**src/rtl/loader_sdram_bridge_pkg.sv**
```systemverilog
// Shared constants and payload type for the game_loader -> SDRAM write bridge.
package loader_bridge_pkg;

  localparam int unsigned LOADER_ADDR_W  = 22;
  localparam logic [1:0]  NES_SLOT_PHASE = 2'd3;

  typedef struct packed {
    logic [LOADER_ADDR_W-1:0] addr;
    logic [7:0]               data;
  } loader_wr_t;

endpackage

```
**src/rtl/sync_fifo.sv**
```systemverilog
// Single-clock circular FIFO with occupancy counter; caller guarantees no push
// when full without a pop, and no pop when empty.
module sync_fifo #(
  parameter int unsigned WIDTH = 8,
  parameter int unsigned DEPTH = 8
) (
  input  logic                     clk,
  input  logic                     reset_n,
  input  logic                     push,
  input  logic                     pop,
  input  logic [WIDTH-1:0]         wdata,
  output logic [WIDTH-1:0]         rdata,
  output logic [$clog2(DEPTH):0]   count
);

  localparam int unsigned AW = $clog2(DEPTH);
  localparam int unsigned CW = AW + 1;

  logic [AW-1:0]    wr_ptr;
  logic [AW-1:0]    rd_ptr;
  logic [WIDTH-1:0] mem [DEPTH];

  // Pointers wrap naturally because DEPTH is a power of two.
  always_ff @(posedge clk) begin
    if (!reset_n) begin
      wr_ptr <= '0;
      rd_ptr <= '0;
      count  <= '0;
    end else begin
      if (push) wr_ptr <= wr_ptr + AW'(1);
      if (pop)  rd_ptr <= rd_ptr + AW'(1);
      case ({push, pop})
        2'b10:   count <= count + CW'(1);
        2'b01:   count <= count - CW'(1);
        default: count <= count;
      endcase
    end
  end

  always_ff @(posedge clk) begin
    if (push) mem[wr_ptr] <= wdata;
  end

  assign rdata = mem[rd_ptr];

endmodule

```
**src/rtl/loader_sdram_bridge.sv**
```systemverilog
// Buffers loader byte writes and replays them into the SDRAM write port,
// one write per ce_phase slot, gating the done flag until the buffer drains.
module loader_sdram_bridge
  import loader_bridge_pkg::*;
#(
  parameter int unsigned ADDR_W     = LOADER_ADDR_W,
  parameter int unsigned DEPTH      = 8,
  parameter logic [1:0]  SLOT_PHASE = NES_SLOT_PHASE
) (
  input  logic                      clk,
  input  logic                      reset_n,
  input  logic                      in_valid,
  input  logic [ADDR_W-1:0]         in_addr,
  input  logic [7:0]                in_data,
  output logic                      in_ready,
  input  logic [1:0]                ce_phase,
  input  logic                      loader_done,
  output logic                      mem_we,
  output logic [ADDR_W-1:0]         mem_addr,
  output logic [7:0]                mem_din,
  output logic [$clog2(DEPTH):0]    fill_level,
  output logic                      overflow,
  output logic                      done
);

  localparam int unsigned CW = $clog2(DEPTH) + 1;
  localparam int unsigned WW = ADDR_W + 8;

  logic          slot;
  logic          pop_now;
  logic          push;
  logic [WW-1:0] head;

  assign slot     = (ce_phase == SLOT_PHASE);
  assign pop_now  = slot && (fill_level != '0);
  // A pop on this edge frees a slot, so a full FIFO can still take a byte.
  assign in_ready = (fill_level != CW'(DEPTH)) || pop_now;
  assign push     = in_valid && in_ready;

  sync_fifo #(
    .WIDTH (WW),
    .DEPTH (DEPTH)
  ) u_fifo (
    .clk     (clk),
    .reset_n (reset_n),
    .push    (push),
    .pop     (pop_now),
    .wdata   ({in_addr, in_data}),
    .rdata   (head),
    .count   (fill_level)
  );

  // Write port only changes on slot edges, so each write spans a full window.
  always_ff @(posedge clk) begin
    if (!reset_n) begin
      mem_we   <= 1'b0;
      mem_addr <= '0;
      mem_din  <= '0;
      overflow <= 1'b0;
      done     <= 1'b0;
    end else begin
      if (in_valid && !in_ready) overflow <= 1'b1;
      if (slot) begin
        mem_we <= pop_now;
        if (pop_now) begin
          mem_addr <= head[WW-1:8];
          mem_din  <= head[7:0];
        end
      end
      if (!loader_done) done <= 1'b0;
      else              done <= (fill_level == '0) && !mem_we;
    end
  end

endmodule

```
**config.mk**
```make
export PLATFORM = sky130hd
export DESIGN_NAME = loader_sdram_bridge
export DESIGN_NICKNAME = d
export VERILOG_FILES = /design/src/rtl/loader_sdram_bridge_pkg.sv /design/src/rtl/sync_fifo.sv /design/src/rtl/loader_sdram_bridge.sv
export SDC_FILE = /design/constraint.sdc
export NUM_CORES = 1
export LEC_CHECK = 0
export BUFFER_PORTS_ARGS = -buffer_cell sky130_fd_sc_hd__buf_4
export CAP_MARGIN = 20
export CORE_MARGIN = 10
export CORE_UTILIZATION = 60
export DETAILED_ROUTE_END_ITERATION = 10
export PLACE_DENSITY = 0.81
export SLEW_MARGIN = 40
export SYNTH_ARGS = -nofsm -noshare
export SYNTH_HDL_FRONTEND = slang
export SYNTH_HIERARCHICAL = 1
export SYNTH_SLANG_ARGS = --single-unit
export TNS_END_PERCENT = 100
```
**constraint.sdc**
```tcl
create_clock -name clk -period 3.8 [get_ports clk]
set_input_delay 0.38 -clock clk [delete_from_list [all_inputs] [get_ports clk]]
set_output_delay 0.38 -clock clk [all_outputs]
set_load 0.02 [all_outputs]
```
==> results of run 1 <==
[metrics by stage]
step	area (µm²)	instances	total power, mW
after floorplan	11250	563	4.168
after global placement	11970	847	4.339
after detailed placement	12170	856	4.402
after CTS	13150	908	7.241
after global routing	13150	908	7.419
final	13150	908	7.182
[metal layers]
metal  share of wire  track usage  wire (µm)
met5         0.00059            0         13
met4           0.029      0.06427        644
met3           0.072      0.03794       1580
met2            0.50       0.3005      10960
met1            0.40       0.2337       8855
[how the worst max path moves through the flow]
stage                                  end  slack [ns]  cells past startpoint
after floorplan           u_fifo/mem[0][0]       0.002                      5
after global placement     u_fifo/count[3]        0.94                      8
after detailed placement   u_fifo/count[3]        0.58                      8
after CTS                  u_fifo/count[3]        0.58                      8
after global routing       u_fifo/count[3]        0.41                      8
final                      u_fifo/count[3]        0.45                      8
[area by class of cell]
cell class,count,area [µm²]
Timing Repair Buffer,89,803.3
Multi-Input combinational cell,246,2940
Clock buffer,41,820.8
Tap cell,234,292.8
Fill cell,1072,5428
Sequential cell,286,8137
Clock inverter,11,155.1
Inverter,1,3.754
[worst reg2reg max path, cell delays in order, from the launching register on]
cell and delay [ns]:
dfxtp_1 0.49, or4_4 0.20, nor2b_4 0.67, buf_4 0.43
ha_1 0.39, nor4b_1 0.47, o21ai_0 0.22, o31ai_1 0.15
mux2i_1 0.25
[power breakdown]
part / total, mW / internal, mW / switching [mW]
clock network: 2.84 / 1.76 / 1.08
logic: 0.744 / 0.375 / 0.369
registers: 3.59 / 3.52 / 0.0773
total: 7.18 / 5.65 / 1.53
[cell usage after synthesis (all sizes together) (2+ instances only)]
library cell / n / share of area
ha: 5 / 0.0056
nand2: 71 / 0.024
mux2: 30 / 0.030
nor2: 6 / 0.0020
o21ai: 4 / 0.0018
clkbuf: 13 / 0.0043
and2: 7 / 0.0039
edfxtp: 240 / 0.64
nor3: 4 / 0.0018
a21boi: 2 / 0.0013
nand2b: 4 / 0.0022
mux4: 60 / 0.14
xnor2: 3 / 0.0023
xor2: 3 / 0.0023
dfxtp: 46 / 0.082
nor2b: 5 / 0.0034
mux2i: 34 / 0.030
buf: 17 / 0.016
[sequential cells by signal (all words and copies together), names as in the netlist, named ones only]
| signal | count |
|---|---|
| done | 1 |
| mem_addr | 22 |
| mem_din | 8 |
| mem_we | 1 |
| overflow | 1 |
| u_fifo/count | 4 |
| u_fifo/mem | 240 |
| u_fifo/rd_ptr | 3 |
| u_fifo/wr_ptr | 3 |
[cells by family after synthesis]
logic type | count (synthesis) | synth area share
AOI/OAI and AO/OA | 9 | 0.004893
xor gates and xnor gates | 6 | 0.004673
adders and majority gates | 5 | 0.005562
buffers and inverters | 31 | 0.02091
DFF | 286 | 0.7226
muxes | 124 | 0.2004
and+or+nand+nor | 102 | 0.04093
==> impl_metrics.env, run 1 <==
export IMPL_status="finished clean"
export IMPL_place_ws_ns=0.5816
export IMPL_core_area_um2=18580
export IMPL_worstHoldPathCells=1
export IMPL_std_cell_rows=50
export IMPL_cts_setup_buffers=0
export IMPL_viasPerCell=6.033
export IMPL_die_w_um=156.9
export IMPL_ys_ff_latch=286
export IMPL_async_flop_share=0
export IMPL_wl_per_cell_um=24.29
export IMPL_vdd_drop_max_mv=0.3554
export IMPL_cts_sinks=286
export IMPL_hold_class="primary input to register"
export IMPL_crit_family="simple AND/OR/NAND/NOR gates"
export IMPL_gr_total_overflow=0
export IMPL_fmax_mhz=298.6
export IMPL_fin_crit_ns=3.349
export IMPL_final_cell_mix="edfxtp_1, buf_4, nand2_1"
export IMPL_area_growth_synth_to_final_pct=16.93
export IMPL_cpMaxStageDelayCell="nor2b_4"
export IMPL_worstMarginPinSlew_ns=0.8203
export IMPL_grt_pass1_vias=5862
export IMPL_clkTransAtPathRegs_ns=0.06
export IMPL_ioPinCount=74
export IMPL_start_kind="register"
export IMPL_tritoncts="yes"
export IMPL_final_util=0.7079
export IMPL_mostFrequentLayoutCell="edfxtp_1"
export IMPL_diodes=0
export IMPL_die_y_um=156.9
export IMPL_nets=693
export IMPL_clockRootBuffer="clkbuf_16"
export IMPL_num_vias=5478
export IMPL_finalMaxSlewViolations=0
export IMPL_finalClockSkew_ns=0.006833
export IMPL_r2r_end="u_fifo/count[3]"
export IMPL_critPathKind="register to register"
export IMPL_startpoint="u_fifo/count[1]"
export IMPL_required_ns=4.25
export IMPL_setup_viol=0
export IMPL_slew_headroom=0.4520
export IMPL_holdPathEnd="u_fifo/mem[3][15]"
export IMPL_rsz0062_at_grt="no"
export IMPL_grt_max_degree=77
export IMPL_cts_resized=0
export IMPL_hold_start="in_addr[7]"
export IMPL_io_buffers=73
export IMPL_antenna_left=0
export IMPL_initial_core_util=0.6054
export IMPL_clk_latency_ns=0.53
export IMPL_worstReg2RegStart="u_fifo/count[1]"
export IMPL_synthCells=563
export IMPL_dpl_hpwl_mm=13.06
export IMPL_timing_final_crit_share=0.8814
export IMPL_grt_pass1_wl_mm=33.96
export IMPL_yosysUniqueCellTypes=33
export IMPL_cts_buffers=28
export IMPL_firstDrtPassIters=5
export IMPL_setup_ws_ns=0.4506
export IMPL_hold_buffers=0
export IMPL_crit_chain="or4_4, nor2b_4, buf_4, ha_1, nor4b_1, o21ai_0, o31ai_1, mux2i_1"
export IMPL_synth_nets=604
export IMPL_synth_top_flop_cell="edfxtp_1"
export IMPL_p_leak_nw=4.497
export IMPL_antenna_found_initial=1
export IMPL_critPathBufInv=1
export IMPL_cts_path_max_buffers=3
export IMPL_maxCapViolations=0
export IMPL_r2r_setup_slack_ns=0.45
export IMPL_path_max_fanout=20
export IMPL_drt_initial_drc_count=401
export IMPL_syn_avg_cell_area_um2=19.98
export IMPL_gp_congestion=0.7268
export IMPL_critPathCaptureType="register"
export IMPL_yosys_warnings=6
export IMPL_grt_usage=0.1812
export IMPL_critPathMaxStageDelay_ns=0.67
export IMPL_route_detailed_drc=0
export IMPL_hold_slack_ns=0.07574
export IMPL_synth_edf_count=240
export IMPL_wl_mm=22.06
export IMPL_layout_drive_gt1_share=0.2596
export IMPL_rr_worst_depth=8
export IMPL_ctsHtreeMaxLevel=1
export IMPL_die_area_um2=24620
export IMPL_power_density_nw_per_um2=546.0
export IMPL_hold_viol=0
export IMPL_ys_seq_area_frac=0.7226
export IMPL_tns_ns=0
export IMPL_crit_arrival_ns=3.80
export IMPL_synthesis_area_um2=11250
Note: power is estimated with default switching activity, not from simulation.
==> inputs of run 2 (changes only) <==
Settings changed: CORE_UTILIZATION 60 to 54, PLACE_DENSITY 0.81 to 0.77.
Clock period 3.8 ns to 2.7 ns, I/O delays scaled along.
==> impl_metrics.env, run 2 (same netlist as run 1, synthesis figures left out) <==
export IMPL_required_ns=3.15
export IMPL_fin_crit_ns=2.547
export IMPL_hold_viol=0
export IMPL_critPathBufInv=1
export IMPL_tritoncts="yes"
export IMPL_cts_path_max_buffers=3
export IMPL_finalMaxSlewViolations=0
export IMPL_mostFrequentLayoutCell="edfxtp_1"
export IMPL_antenna_found_initial=1
export IMPL_clk_latency_ns=0.52
export IMPL_wl_mm=21.93
export IMPL_cts_buffers=28
export IMPL_die_y_um=164.3
export IMPL_setup_viol=0
export IMPL_gr_total_overflow=0
export IMPL_hold_slack_ns=0.1467
export IMPL_final_cell_mix="edfxtp_1, buf_4, nand2_1"
export IMPL_worstMarginPinSlew_ns=0.8022
export IMPL_layout_drive_gt1_share=0.2443
export IMPL_route_detailed_drc=0
export IMPL_place_ws_ns=0.1339
export IMPL_reg_top3="u_fifo/mem (240), mem_addr (22), mem_din (8)"
export IMPL_seqCellArea_um2=8134
export IMPL_critPathKind="register to register"
export IMPL_status="finished clean"
export IMPL_firstDrtPassIters=5
export IMPL_antenna_left=0
export IMPL_maxCapViolations=0
export IMPL_crit_chain="or4_4, nor2b_4, buf_4, ha_1, nor4b_1, o21ai_0, o31ai_1, mux2i_1"
export IMPL_fmax_mhz=392.7
export IMPL_stdcell_area_um2=13400
export IMPL_initial_core_util=0.5523
export IMPL_critPathCaptureType="register"
export IMPL_core_area_um2=20360
export IMPL_rsz0062_at_grt="yes"
export IMPL_slew_headroom=0.4652
export IMPL_grt_max_degree=77
export IMPL_drt_initial_drc_count=384
export IMPL_cts_sinks=286
export IMPL_grt_usage=0.1644
export IMPL_dpl_hpwl_mm=12.48
export IMPL_grt_pass1_wl_mm=34.47
export IMPL_p_leak_nw=4.562
export IMPL_clkTransAtPathRegs_ns=0.06
export IMPL_viasPerCell=5.683
export IMPL_num_vias=5541
export IMPL_area_growth_synth_to_final_pct=19.13
export IMPL_post_dp_cell_area_um2=12210
export IMPL_hold_class="primary input to register"
export IMPL_critPathMaxStageDelay_ns=0.55
export IMPL_std_cell_rows=52
export IMPL_crit_family="simple AND/OR/NAND/NOR gates"
export IMPL_top_register="u_fifo/mem"
export IMPL_clockRootBuffer="clkbuf_16"
export IMPL_io_buffers=73
export IMPL_finalClockSkew_ns=0.007636
export IMPL_fillers=1313
export IMPL_path_max_fanout=17
export IMPL_grt_pass1_vias=6007
export IMPL_vdd_drop_max_mv=0.5179
export IMPL_multiInputGateArea_um2=2953
export IMPL_wl_per_cell_um=22.50
export IMPL_nets=725
export IMPL_die_area_um2=27000
export IMPL_die_w_um=164.3
export IMPL_ctsHtreeMaxLevel=1
export IMPL_ioPinCount=74
export IMPL_setup_ws_ns=0.1532
export IMPL_start_kind="register"
export IMPL_cpMaxStageDelayCell="or4_4"
export IMPL_gp_congestion=0.7313
export IMPL_power_density_nw_per_um2=732.8
export IMPL_crit_arrival_ns=3.00
export IMPL_largest_register_ffs=240
export IMPL_timing_final_crit_share=0.9433
==> run 2: cell count changes in the layout (fill, tap and decap cells not counted), sizes merged <==
cell         before  now
bufinv            4    2
diode             0    1
clkbuf           41   33
dlygate4sd3       0   32
clkinv            7   15
==> run 2: layer usage <==
layer	GRT usage	wire length [µm]	vias to the layer above	share of wire
met2	0.2750	11140	152	0.51
met5	0	0	-	0
li1	-	-	2507	-
met1	0.2193	9291	2855	0.42
met3	0.02503	1146	27	0.052
met4	0.04793	356	0	0.016
==> run 2: where the power goes <==
part           internal, mW  total (mW)  switching, mW
Sequential             4.95        5.05          0.102
Clock                  2.13        3.66           1.53
Combinational         0.568        1.11          0.538
==> run 2: final timing paths <==
kind / cells past startpoint / slack [ns] / to / startpoint
hold reg to reg: 2 / 0.46 / mem_addr[6] / mem_addr[6]
setup / recovery: 8 / 0.15 / u_fifo/count[3] / u_fifo/count[1]
hold / removal: 4 / 0.15 / overflow / ce_phase[1]
setup reg to reg: 8 / 0.15 / u_fifo/count[3] / u_fifo/count[1]
==> run 2: timing repair <==
item	4_1_cts	5_1_grt
resized for setup	0	3
setup buffers	0	0
endpoints found under the hold margin	242	0
hold buffers	32	0
endpoints found under the setup margin	0	2
==> run 2: final cells by class <==
class | count | area share
clock buffers | 33 | 0.05528
well taps | 270 | 0.02521
inverters | 1 | 0.0002801
clock inverters | 17 | 0.009524
repair buffers | 121 | 0.08217
diodes | 1 | 0.0001867
multi-input cells | 246 | 0.2204
flip-flops and latches | 286 | 0.6070
==> run 2: worst min-delay path, cell delays in order <==
cell and delay [ns]:
buf_4 0.08, nand2_2 0.07, nand3_1 0.13, o21ai_1 0.08
==> run 2: stage by stage <==
| stage | TNS [ns] | power, mW | util | std cells |
|---|---|---|---|---|
| 6_report | 0 | 9.820 | 0.6580 | 975 |
| 4_1_cts | 0 | 9.906 | 0.6577 | 974 |
| 3_3_place_gp | 0 | 6.156 | 0.5993 | 892 |
| 5_1_grt | -0.04769 | 10.17 | 0.6580 | 975 |
| 3_5_place_dp | 0 | 6.209 | 0.5993 | 892 |
| 2_1_floorplan | -54.25 | 5.866 | - | 563 |
